[src/rtl/usb_pkg.sv]
// Shared types for the USB transaction-layer FSM: PIDs, FSM states and
// per-state packet helpers.
package usb_pkg;

  localparam int TIMEOUT_CYC_DEF = 255;
  localparam int MAX_RETRY_DEF   = 8;

  typedef enum logic [3:0] {
    PID_OUT   = 4'b0001,
    PID_IN    = 4'b1001,
    PID_DATA0 = 4'b0011,
    PID_ACK   = 4'b0010,
    PID_NAK   = 4'b1010
  } pid_t;

  typedef enum logic [3:0] {
    ST_IDLE     = 4'd0,
    ST_OUT_TOK  = 4'd1,
    ST_OUT_DATA = 4'd2,
    ST_OUT_WAIT = 4'd3,
    ST_IN_TOK   = 4'd4,
    ST_IN_WAIT  = 4'd5,
    ST_IN_ACK   = 4'd6,
    ST_IN_NAK   = 4'd7,
    ST_FAIL     = 4'd8
  } state_t;

  // PID the encoder must send while the FSM sits in a packet state
  function automatic pid_t pkt_pid(state_t s);
    case (s)
      ST_OUT_TOK:  return PID_OUT;
      ST_OUT_DATA: return PID_DATA0;
      ST_IN_TOK:   return PID_IN;
      ST_IN_ACK:   return PID_ACK;
      ST_IN_NAK:   return PID_NAK;
      default:     return PID_OUT;
    endcase
  endfunction

  function automatic logic is_pkt_state(state_t s);
    case (s)
      ST_OUT_TOK, ST_OUT_DATA, ST_IN_TOK, ST_IN_ACK, ST_IN_NAK: return 1'b1;
      default: return 1'b0;
    endcase
  endfunction

  function automatic logic is_wait_state(state_t s);
    case (s)
      ST_OUT_WAIT, ST_IN_WAIT: return 1'b1;
      default: return 1'b0;
    endcase
  endfunction

endpackage

[src/rtl/usb_timeout_ctr.sv]
// Response timeout counter: cleared on entry to a wait state, counts while
// enabled and saturates at TIMEOUT_CYC.
module usb_timeout_ctr #(
  parameter int TIMEOUT_CYC = 255
) (
  input  logic clk,
  input  logic rst,
  input  logic clear,
  input  logic enable,
  output logic expired
);

  localparam int CNT_W = $clog2(TIMEOUT_CYC + 1);
  localparam logic [CNT_W-1:0] CNT_MAX = CNT_W'(TIMEOUT_CYC);

  logic [CNT_W-1:0] count_r;

  // Saturating cycle counter
  always_ff @(posedge clk) begin
    if (rst) begin
      count_r <= {CNT_W{1'b0}};
    end else if (clear) begin
      count_r <= {CNT_W{1'b0}};
    end else if (enable && (count_r != CNT_MAX)) begin
      count_r <= count_r + CNT_W'(1);
    end else begin
      count_r <= count_r;
    end
  end

  assign expired = enable && (count_r == CNT_MAX);

endmodule

[src/rtl/usb_protocol_fsm.sv]
// USB transaction-layer FSM: runs one OUT or IN transaction per request,
// retrying on NAK, receive error or timeout up to MAX_RETRY attempts.
module usb_protocol_fsm
  import usb_pkg::*;
#(
  parameter int TIMEOUT_CYC = TIMEOUT_CYC_DEF,
  parameter int MAX_RETRY   = MAX_RETRY_DEF
) (
  input  logic        clk,
  input  logic        rst,
  input  logic        send_in,
  input  logic        input_ready,
  input  logic [6:0]  addr,
  input  logic [3:0]  endp,
  input  logic [63:0] data_down_pro,
  output logic        free,
  output logic        bad,
  output logic        recv_ready_pro,
  output logic [63:0] data_up_pro,
  output logic        tx_start,
  output logic [3:0]  tx_pid,
  output logic [6:0]  tx_addr,
  output logic [3:0]  tx_endp,
  output logic [63:0] tx_data,
  input  logic        tx_done,
  input  logic        rx_valid,
  input  logic [3:0]  rx_pid,
  input  logic [63:0] rx_data,
  input  logic        rx_error
);

  localparam int ATT_W = $clog2(MAX_RETRY + 1);
  localparam logic [ATT_W-1:0] ATT_MAX = ATT_W'(MAX_RETRY);

  state_t            state_r, next_state_s;
  logic              send_r;
  logic [6:0]        addr_r;
  logic [3:0]        endp_r;
  logic [63:0]       data_r;
  logic [ATT_W-1:0]  attempts_r;

  logic              accept_s, retry_ok_s, expired_s, to_wait_s;
  logic              rx_ack_s, rx_nak_s, rx_data0_s;
  logic [ATT_W-1:0]  attempts_inc_s;

  logic              free_s, bad_s, tx_start_s, recv_ready_s;
  logic [3:0]        tx_pid_s, tx_endp_s;
  logic [6:0]        tx_addr_s;
  logic [63:0]       tx_data_s, data_up_s;

  assign accept_s       = (state_r == ST_IDLE) && input_ready;
  assign attempts_inc_s = attempts_r + ATT_W'(1);
  assign retry_ok_s     = attempts_inc_s < ATT_MAX;
  assign rx_ack_s       = rx_valid && !rx_error && (rx_pid == PID_ACK);
  assign rx_nak_s       = rx_valid && !rx_error && (rx_pid == PID_NAK);
  assign rx_data0_s     = rx_valid && !rx_error && (rx_pid == PID_DATA0);
  assign to_wait_s      = is_wait_state(next_state_s) && !is_wait_state(state_r);

  usb_timeout_ctr #(.TIMEOUT_CYC(TIMEOUT_CYC)) u_timeout (
    .clk     (clk),
    .rst     (rst),
    .clear   (to_wait_s),
    .enable  (is_wait_state(state_r)),
    .expired (expired_s)
  );

  // State register plus request latch and attempt counter
  always_ff @(posedge clk) begin
    if (rst) begin
      state_r    <= ST_IDLE;
      send_r     <= 1'b0;
      addr_r     <= 7'd0;
      endp_r     <= 4'd0;
      data_r     <= 64'd0;
      attempts_r <= {ATT_W{1'b0}};
    end else begin
      state_r <= next_state_s;
      if (accept_s) begin
        send_r     <= send_in;
        addr_r     <= addr;
        endp_r     <= endp;
        data_r     <= data_down_pro;
        attempts_r <= {ATT_W{1'b0}};
      end else if (state_r == ST_FAIL) begin
        attempts_r <= attempts_inc_s;
      end else begin
        attempts_r <= attempts_r;
      end
    end
  end

  // Next-state logic; a response in the expiry cycle takes priority
  always_comb begin
    next_state_s = state_r;
    case (state_r)
      ST_IDLE:     if (input_ready) next_state_s = send_in ? ST_IN_TOK : ST_OUT_TOK;
                   else next_state_s = ST_IDLE;
      ST_OUT_TOK:  if (tx_done) next_state_s = ST_OUT_DATA; else next_state_s = ST_OUT_TOK;
      ST_OUT_DATA: if (tx_done) next_state_s = ST_OUT_WAIT; else next_state_s = ST_OUT_DATA;
      ST_OUT_WAIT: begin
        if (rx_valid) next_state_s = rx_ack_s ? ST_IDLE : ST_FAIL;
        else if (expired_s) next_state_s = ST_FAIL;
        else next_state_s = ST_OUT_WAIT;
      end
      ST_IN_TOK:   if (tx_done) next_state_s = ST_IN_WAIT; else next_state_s = ST_IN_TOK;
      ST_IN_WAIT: begin
        if (rx_data0_s) next_state_s = ST_IN_ACK;
        else if (rx_nak_s) next_state_s = ST_FAIL;
        else if (rx_valid) next_state_s = ST_IN_NAK;
        else if (expired_s) next_state_s = ST_FAIL;
        else next_state_s = ST_IN_WAIT;
      end
      ST_IN_ACK:   if (tx_done) next_state_s = ST_IDLE; else next_state_s = ST_IN_ACK;
      ST_IN_NAK:   if (tx_done) next_state_s = ST_FAIL; else next_state_s = ST_IN_NAK;
      ST_FAIL:     if (retry_ok_s) next_state_s = send_r ? ST_IN_TOK : ST_OUT_TOK;
                   else next_state_s = ST_IDLE;
      default:     next_state_s = ST_IDLE;
    endcase
  end

  // Next values of the registered outputs; tx_* change only on packet entry
  always_comb begin
    free_s     = (next_state_s == ST_IDLE);
    bad_s      = (state_r == ST_FAIL) && !retry_ok_s;
    tx_start_s = is_pkt_state(next_state_s) && (next_state_s != state_r);
    if (tx_start_s) begin
      tx_pid_s  = pkt_pid(next_state_s);
      tx_addr_s = accept_s ? addr : addr_r;
      tx_endp_s = accept_s ? endp : endp_r;
      tx_data_s = accept_s ? data_down_pro : data_r;
    end else begin
      tx_pid_s  = tx_pid;
      tx_addr_s = tx_addr;
      tx_endp_s = tx_endp;
      tx_data_s = tx_data;
    end
    if (accept_s) begin
      recv_ready_s = 1'b0;
    end else if ((state_r == ST_IN_ACK) && tx_done) begin
      recv_ready_s = 1'b1;
    end else begin
      recv_ready_s = recv_ready_pro;
    end
    if ((state_r == ST_IN_WAIT) && rx_data0_s) begin
      data_up_s = rx_data;
    end else begin
      data_up_s = data_up_pro;
    end
  end

  // Output registers
  always_ff @(posedge clk) begin
    if (rst) begin
      free           <= 1'b1;
      bad            <= 1'b0;
      recv_ready_pro <= 1'b0;
      data_up_pro    <= 64'd0;
      tx_start       <= 1'b0;
      tx_pid         <= 4'd0;
      tx_addr        <= 7'd0;
      tx_endp        <= 4'd0;
      tx_data        <= 64'd0;
    end else begin
      free           <= free_s;
      bad            <= bad_s;
      recv_ready_pro <= recv_ready_s;
      data_up_pro    <= data_up_s;
      tx_start       <= tx_start_s;
      tx_pid         <= tx_pid_s;
      tx_addr        <= tx_addr_s;
      tx_endp        <= tx_endp_s;
      tx_data        <= tx_data_s;
    end
  end

endmodule

[config.mk]
export PLATFORM = sky130hd
export DESIGN_NAME = usb_protocol_fsm
export DESIGN_NICKNAME = d
export VERILOG_FILES = /design/src/rtl/usb_pkg.sv /design/src/rtl/usb_timeout_ctr.sv /design/src/rtl/usb_protocol_fsm.sv
export SDC_FILE = /design/constraint.sdc
export NUM_CORES = 1
export LEC_CHECK = 0
export CAP_MARGIN = 30
export CORE_ASPECT_RATIO = 0.6
export CORE_MARGIN = 10
export CORE_UTILIZATION = 25
export DETAILED_ROUTE_END_ITERATION = 16
export PLACE_DENSITY = 0.48
export REMOVE_ABC_BUFFERS = 1
export SLEW_MARGIN = 10
export SYNTH_ARGS = -nofsm -noshare
export SYNTH_HDL_FRONTEND = slang
export SYNTH_HIERARCHICAL = 1
export SYNTH_SLANG_ARGS = --single-unit
[constraint.sdc]
create_clock -name clk -period 4.2 [get_ports clk]
set_clock_uncertainty 0.15 [all_clocks]
set_input_delay 0.84 -clock clk [delete_from_list [all_inputs] [get_ports clk]]
set_output_delay 0.84 -clock clk [all_outputs]
set_load 0.02 [all_outputs]
==> impl_metrics.csv, run 1 <==
group,metric,value,unit
clocking,clockRootBuffer,"clkbuf_16",
global_routing,first_global_vias,7672,
layout,multi_input_area,4090,um^2
setup_path,cp.arrival,3.76,ns
clocking,clkTransAtPathRegs,0.06,ns
drt,vias_per_cell,4.29,
clocking,clk_latency,0.54,ns
sta,report.final.slew_viol_count,0,
yosys,synth_seq_cells,238,
layout,fillers,3705,
drt,vias,7660,
layout,antennaDiodeCount,0,
pwr,ir_worst_vdd,292,uV
drt,dr.pass1.iters,4,
sta,rsz0062_at_grt,"false",
clocking,cts_tree,"yes",
setup_path,cp_max_fo,36,
yosys,synth-edff-count,0,
clocking,post-cts-setup-buffer-count,0,
setup_path,reg2reg_from,"u_timeout/count_r[3]$_SDFFE_PP0P_",
setup_path,crit_required,4.47,ns
layout,syn_to_final_growth,47.7,%
sta,hold_violations,0,
global_routing,antenna_found_initial,0,
yosys,synth.avg_cell_area,9.07,um^2
place,port_buffers,295,
drt,drc,0,
sta,tightest_slew,0.762,ns
global_routing,grtUsageTotal,12.8,%
yosys,synth_top_flop_cell,"dfxtp_1",
clocking,htree_levels,1,
yosys,synth_area_leaders,"dfxtp_1, nand2_1, a21oi_1",
outcome,status,"finished clean",
setup_path,start_kind,"flip-flop",
yosys,yosysMostFrequentCell,"nand2_1",
pwr,p_leak,0.00495,uW
layout,fin_area,13600,um^2
yosys,synth_commonest_cells,"nand2_1, dfxtp_1, a21oi_1, nor2b_1, mux2_2",
yosys,synthArstFlopShare,0,%
floorplan,ios,297,
place,dp_slack,0.247,ns
floorplan,rows,54,
place,dp_hpwl,20800,um
yosys,yosysTopAreaCell,"dfxtp_1",
run,max_cap_violations,0,
sta,period_minus_slack,3.49,ns
clocking,cts.path.max_buffers,3,
drt,routed_wl,29900,um
clocking,clock_sinks,238,
place,gp_congestion,0.792,
global_routing,grt_max_degree,85,
floorplan,start_util,25.4,%
floorplan,coreArea,36300,um^2
layout,layout-drive-gt1-share,12.1,%
setup_path,cp_slowest_stage_delay,0.43,ns
sta,finalSetupViolations,0,
drt,drt-initial-drc-count,387,
yosys,yosys_warnings,6,
floorplan,fp.dieW,268,um
sta,fin_ws,0.710,ns
layout,register_area,4760,um^2
setup_path,worst_setup_path_end_kind,"flip-flop",
global_routing,overflow,0,
setup_path,worstPathCellList,"and4_1, nand2_1, nor2_1, nor2b_1, a211oi_1, a311o_1, nand2b_1, nand3_2, nand3_4, buf_12, mux2_4",
setup_path,critPathKind,"reg2reg",
yosys,yosysSeqAreaShare,51.7,%
pwr,p_per_area,486,nW/um^2
yosys,synth_cell_type_count,63,
setup_path,crit_slowest_cell,"a311o_1",
sta,finalCritPeriodShare,83.1,%
yosys,yosys.area.top_type_share,51.7,%
yosys,syn_area,9220,um^2
hold_path,hp-start,"data_up_pro[40]$_SDFFE_PP0P_",
global_routing,grt_pass1_wl,46500,um
place,place_area,12600,um^2
sta,relSlewSlack,49.2,%
floorplan,die_area,45200,um^2
drt,final_antenna_net_count,0,
setup_path,crit_buf_inv,1,
floorplan,die_height,169,um
setup_path,startpoint,"u_timeout/count_r[3]$_SDFFE_PP0P_",
setup_path,path_delay_family,"simple AND/OR/NAND/NOR gates",
clocking,ctsHoldBuffers,0,
drt,wl_per_cell,16.8,um
clocking,postCtsResizedCells,0,
clocking,numCtsBuffers,26,
hold_path,hold_path_class,"reg2reg",
sta,fmax,287,MHz
layout,nets,1440,
layout,fin_util,37.5,%
yosys,netlist_instances,1016,
==> worst register-to-register path, cell delays in order (launching register included) <==
cell and delay [ns]:
dfxtp_1 0.42, and4_1 0.40, nand2_1 0.09, nor2_1 0.26, nor2b_1 0.22, a211oi_1 0.09, a311o_1 0.43, nand2b_1 0.22
nand3_2 0.13, nand3_4 0.27, buf_12 0.31, mux2_4 0.37
==> cell type report <==
cell class                 instances  area share, %
clock inverter                    13           1.36
timing repair buffer             315           23.4
clock buffer                      35           5.62
sequential                       238           35.0
tap                              476           4.37
inverter                           8          0.221
multi-input combinational        699           30.1
==> logic make-up after synthesis <==
| family | Yosys count | synth area share [%] |
|---|---|---|
| other | 1 | 0.0407 |
| AO/OA/AOI/OAI | 178 | 10.9 |
| multiplexers | 79 | 10.3 |
| buffers and inverters | 79 | 4.22 |
| AND/OR/NAND/NOR | 434 | 22.1 |
| flip-flops | 238 | 51.7 |
| adder cells (fa/ha/maj) | 2 | 0.271 |
| XOR/XNOR | 5 | 0.475 |
==> sequential cells by signal, indices dropped and copies added, names as in the netlist, 3 cells and up <==
name and count:
data_r 64, data_up_pro 64, tx_data 64, u_timeout/count_r 8
addr_r 7, tx_addr 7, attempts_r 4, endp_r 4
state_r 4, tx_endp 4, tx_pid 3
==> per-stage QoR <==
stage / power (uW) / instances / hold WS (ns) / setup TNS (ns)
after floorplan: 3440 / 945 / 0.278 / -3.90
after global placement: 4170 / 1734 / 0.287 / 0
after detailed placement: 4180 / 1735 / 0.292 / 0
after CTS: 6740 / 1783 / 0.301 / 0
after global routing: 6960 / 1784 / 0.314 / 0
final: 6620 / 1784 / 0.299 / 0
==> routing by layer <==
| layer | vias up | part of all wire (%) | GRT usage (%) |
|---|---|---|---|
| met3 | 32 | 5.1 | 3.01 |
| met1 | 3591 | 46 | 16.8 |
| met4 | 0 | 1.7 | 2.37 |
| met5 | - | 0 | 0 |
| met2 | 132 | 47 | 21.0 |
| li1 | 3905 | - | - |
==> power by group <==
part,leakage (uW),internal [uW],switching (uW),total [uW]
combinational,0.00255,749,808,1560
clock,0.000466,1530,971,2500
sequential,0.00193,2480,84.3,2560
==> final timing paths <==
kind	endpoint	slack, ns	cells after the start
hold reg to reg	data_up_pro[40]$_SDFFE_PP0P_	0.30	2
setup / recovery	tx_addr[3]$_SDFFE_PP0P_	0.71	11
hold / removal	data_up_pro[40]$_SDFFE_PP0P_	0.30	2
setup reg to reg	tx_addr[3]$_SDFFE_PP0P_	0.71	11
==> placed cells by master, fill, tap and decap left out, types with 4 or more instances in the layout <==
cell	synthesis	layout
clkdlybuf4s50_1	0	294
nand2_1	291	291
dfxtp_1	238	238
a21oi_1	149	149
nor2b_1	80	80
mux2_2	59	59
clkbuf_16	0	27
mux2_4	17	17
buf_4	8	15
nor2_1	13	13
nor3_1	8	8
inv_1	8	8
clkbuf_8	0	6
nand3_1	6	5
o21ai_0	5	5
clkinv_2	0	5
nand2b_1	5	4
or3_1	4	4
bufinv_16	0	4
No activity file was read; power rests on OpenSTA's default activity.
==> run 2, diff against run 1 <==
==> constraint.sdc (replaced) <==
create_clock -name clk -period 3.4 [get_ports clk]
set_clock_uncertainty 0.15 [all_clocks]
set_input_delay 0.68 -clock clk [delete_from_list [all_inputs] [get_ports clk]]
set_output_delay 0.68 -clock clk [all_outputs]
set_load 0.02 [all_outputs]
==> run 2 against run 1 <==
Critical path depth rose by 1. Utilization hardly changed. Cell area about the same. Non-clock buffer count is 16 higher. Clock power grew 10%. Cell count is 0.73% higher. Via count increased by 1.7%. Maximum frequency grew 11%. Die area is the same. Sequential power grew 23%. First-iteration DRC count up 13%. Hold slack gained 0.0016 ns. Critical endpoint is now tx_data[57]$_SDFFE_PP0P_. Largest cell class unchanged. Largest power group unchanged.
==> impl_metrics.csv, run 2 (synthesis gave the netlist of run 1 again) <==
group,metric,value,unit
hold_path,holdPathStages,2,
pwr,p_total,7900,uW
place,placedCellCount,1752,
setup_path,ff2ff_path_depth,12,
place,dp_hpwl,22000,um
floorplan,fp.dieW,268,um
pwr,ir_worst_vdd,360,uV
setup_path,reg2reg_from,"state_r[3]$_SDFF_PP0_",
place,gp_congestion,0.812,
place,port_buffers,295,
layout,layout_common_cells,"clkdlybuf4s50_1, nand2_1, dfxtp_1, a21oi_1, nor2b_1",
clocking,cts_tree,"yes",
sta,hold_violations,0,
setup_path,start_kind,"flip-flop",
sta,rsz0062_at_grt,"false",
hold_path,hp-start,"data_up_pro[10]$_SDFFE_PP0P_",
drt,vias,7790,
floorplan,coreArea,36300,um^2
clocking,ctsHoldBuffers,0,
setup_path,cp.arrival,3.39,ns
hold_path,hold_path_class,"reg2reg",
drt,final_antenna_net_count,0,
global_routing,overflow,0,
layout,largestRegisters,"data_r (64), data_up_pro (64), tx_data (64)",
sta,tightest_slew,0.755,ns
setup_path,worst_setup_path_end_kind,"flip-flop",
sta,setup-tns-final,0,ns
floorplan,die_area,45200,um^2
layout,finalNonFillerCells,1797,
pwr,p_leak,0.00496,uW
setup_path,crit_required,3.66,ns
layout,register_area,4760,um^2
sta,relSlewSlack,49.7,%
global_routing,grt_pass1_wl,47300,um
sta,finalSetupViolations,0,
layout,nets,1455,
hold_path,whs_endpoint,"data_up_pro[10]$_SDFFE_PP0P_",
setup_path,cp_max_fo,26,
global_routing,grt_max_degree,82,
drt,dr.pass1.iters,6,
sta,finalCritPeriodShare,92.2,%
clocking,htree_levels,1,
clocking,numCtsBuffers,25,
global_routing,grtUsageTotal,13.0,%
sta,fmax,319,MHz
clocking,clock_sinks,238,
floorplan,ios,297,
clocking,clockRootBuffer,"clkbuf_16",
layout,fillers,3663,
run,max_cap_violations,0,
floorplan,rows,54,
clocking,clkTransAtPathRegs,0.07,ns
layout,layout_commonest_cell,"clkdlybuf4s50_1",
sta,period_minus_slack,3.13,ns
setup_path,r2r_end,"tx_data[57]$_SDFFE_PP0P_",
drt,vias_per_cell,4.34,
layout,fin_util,37.5,%
drt,routed_wl,30900,um
floorplan,die_height,169,um
global_routing,antenna_found_initial,1,
global_routing,first_global_vias,7781,
layout,syn_to_final_growth,47.7,%
floorplan,start_util,25.4,%
layout,layout-drive-gt1-share,12.9,%
drt,drt-initial-drc-count,438,
drt,drc,0,
setup_path,critPathKind,"reg2reg",
layout,multi_input_area,4100,um^2
outcome,status,"finished clean",
setup_path,r2r_setup_slack,0.27,ns
sta,report.final.slew_viol_count,0,
clocking,cts.path.max_buffers,3,
pwr,p_per_area,580,nW/um^2
clocking,clk_latency,0.53,ns
drt,wl_per_cell,17.2,um
[run 2: changes by cell type in the layout (fill, tap and decap cells not counted), moves of 2 or more]
cell / before / now
bufinv_16: 4 / 1
buf_16: 2 / 0
buf_4: 15 / 30
buf_12: 3 / 6
clkbuf_16: 27 / 25
clkbuf_8: 6 / 9
[run 2: worst max path at each step]
stage                                from                  endpoint  slack [ns]
CTS                 state_r[3]$_SDFF_PP0_  tx_data[16]$_SDFFE_PP0P_        0.10
finish              state_r[3]$_SDFF_PP0_  tx_data[57]$_SDFFE_PP0P_        0.27
detailed placement                tx_done  tx_data[16]$_SDFFE_PP0P_       -0.04
global route        state_r[3]$_SDFF_PP0_  tx_data[36]$_SDFFE_PP0P_        0.04
floorplan                     input_ready   tx_addr[0]$_SDFFE_PP0P_       -0.70
global placement                  tx_done  tx_data[33]$_SDFFE_PP0P_       0.006
[run 2: layer usage]
layer | track usage [%] | vias to the layer above | wire length, um
met1 | 17.5 | 3669 | 14800
met4 | 1.98 | 0 | 378
met5 | 0 | - | 0
met3 | 3.24 | 29 | 1710
met2 | 21.1 | 146 | 14000
li1 | - | 3946 | -
[run 2: layout make-up]
type	count	area share, %
flip-flops and latches	238	35.0
multi-input cells	699	30.1
diodes	1	0.0184
inverters	8	0.220
repair buffers	331	24.2
clock inverters	7	0.487
clock buffers	37	5.59
well taps	476	4.37
[run 2: through the flow]
step	setup WS, ns	hold WS [ns]	cell area (um^2)
CTS	0.100	0.302	13600
detailed placement	-0.0421	0.293	12800
floorplan	-0.700	0.278	8860
global placement	0.00572	0.288	12800
finish	0.266	0.300	13600
global route	0.0450	0.319	13600
[run 2: critical path, stage by stage (launching register included)]
cell      delay (ns)
dfxtp_1         0.31
nand2b_1        0.21
nor2_1          0.19
nand3_1         0.23
nor2_4          0.24
nor2b_1         0.20
a211oi_1        0.09
a311o_1         0.35
nand2b_1        0.18
nand3_2         0.11
nand3_4         0.19
buf_12          0.25
mux2_4          0.31
[run 2: what timing repair did]
item	CTS	global route
gates resized for setup	0	2
hold endpoints to repair	0	0
buffers inserted	0	0
endpoints found under the setup margin	0	75
[run 2: report_power, final]
part	total, uW	switching, uW	internal, uW
registers	3160	107	3060
logic	1970	1010	957
clock network	2760	1150	1620
total	7900	2270	5630
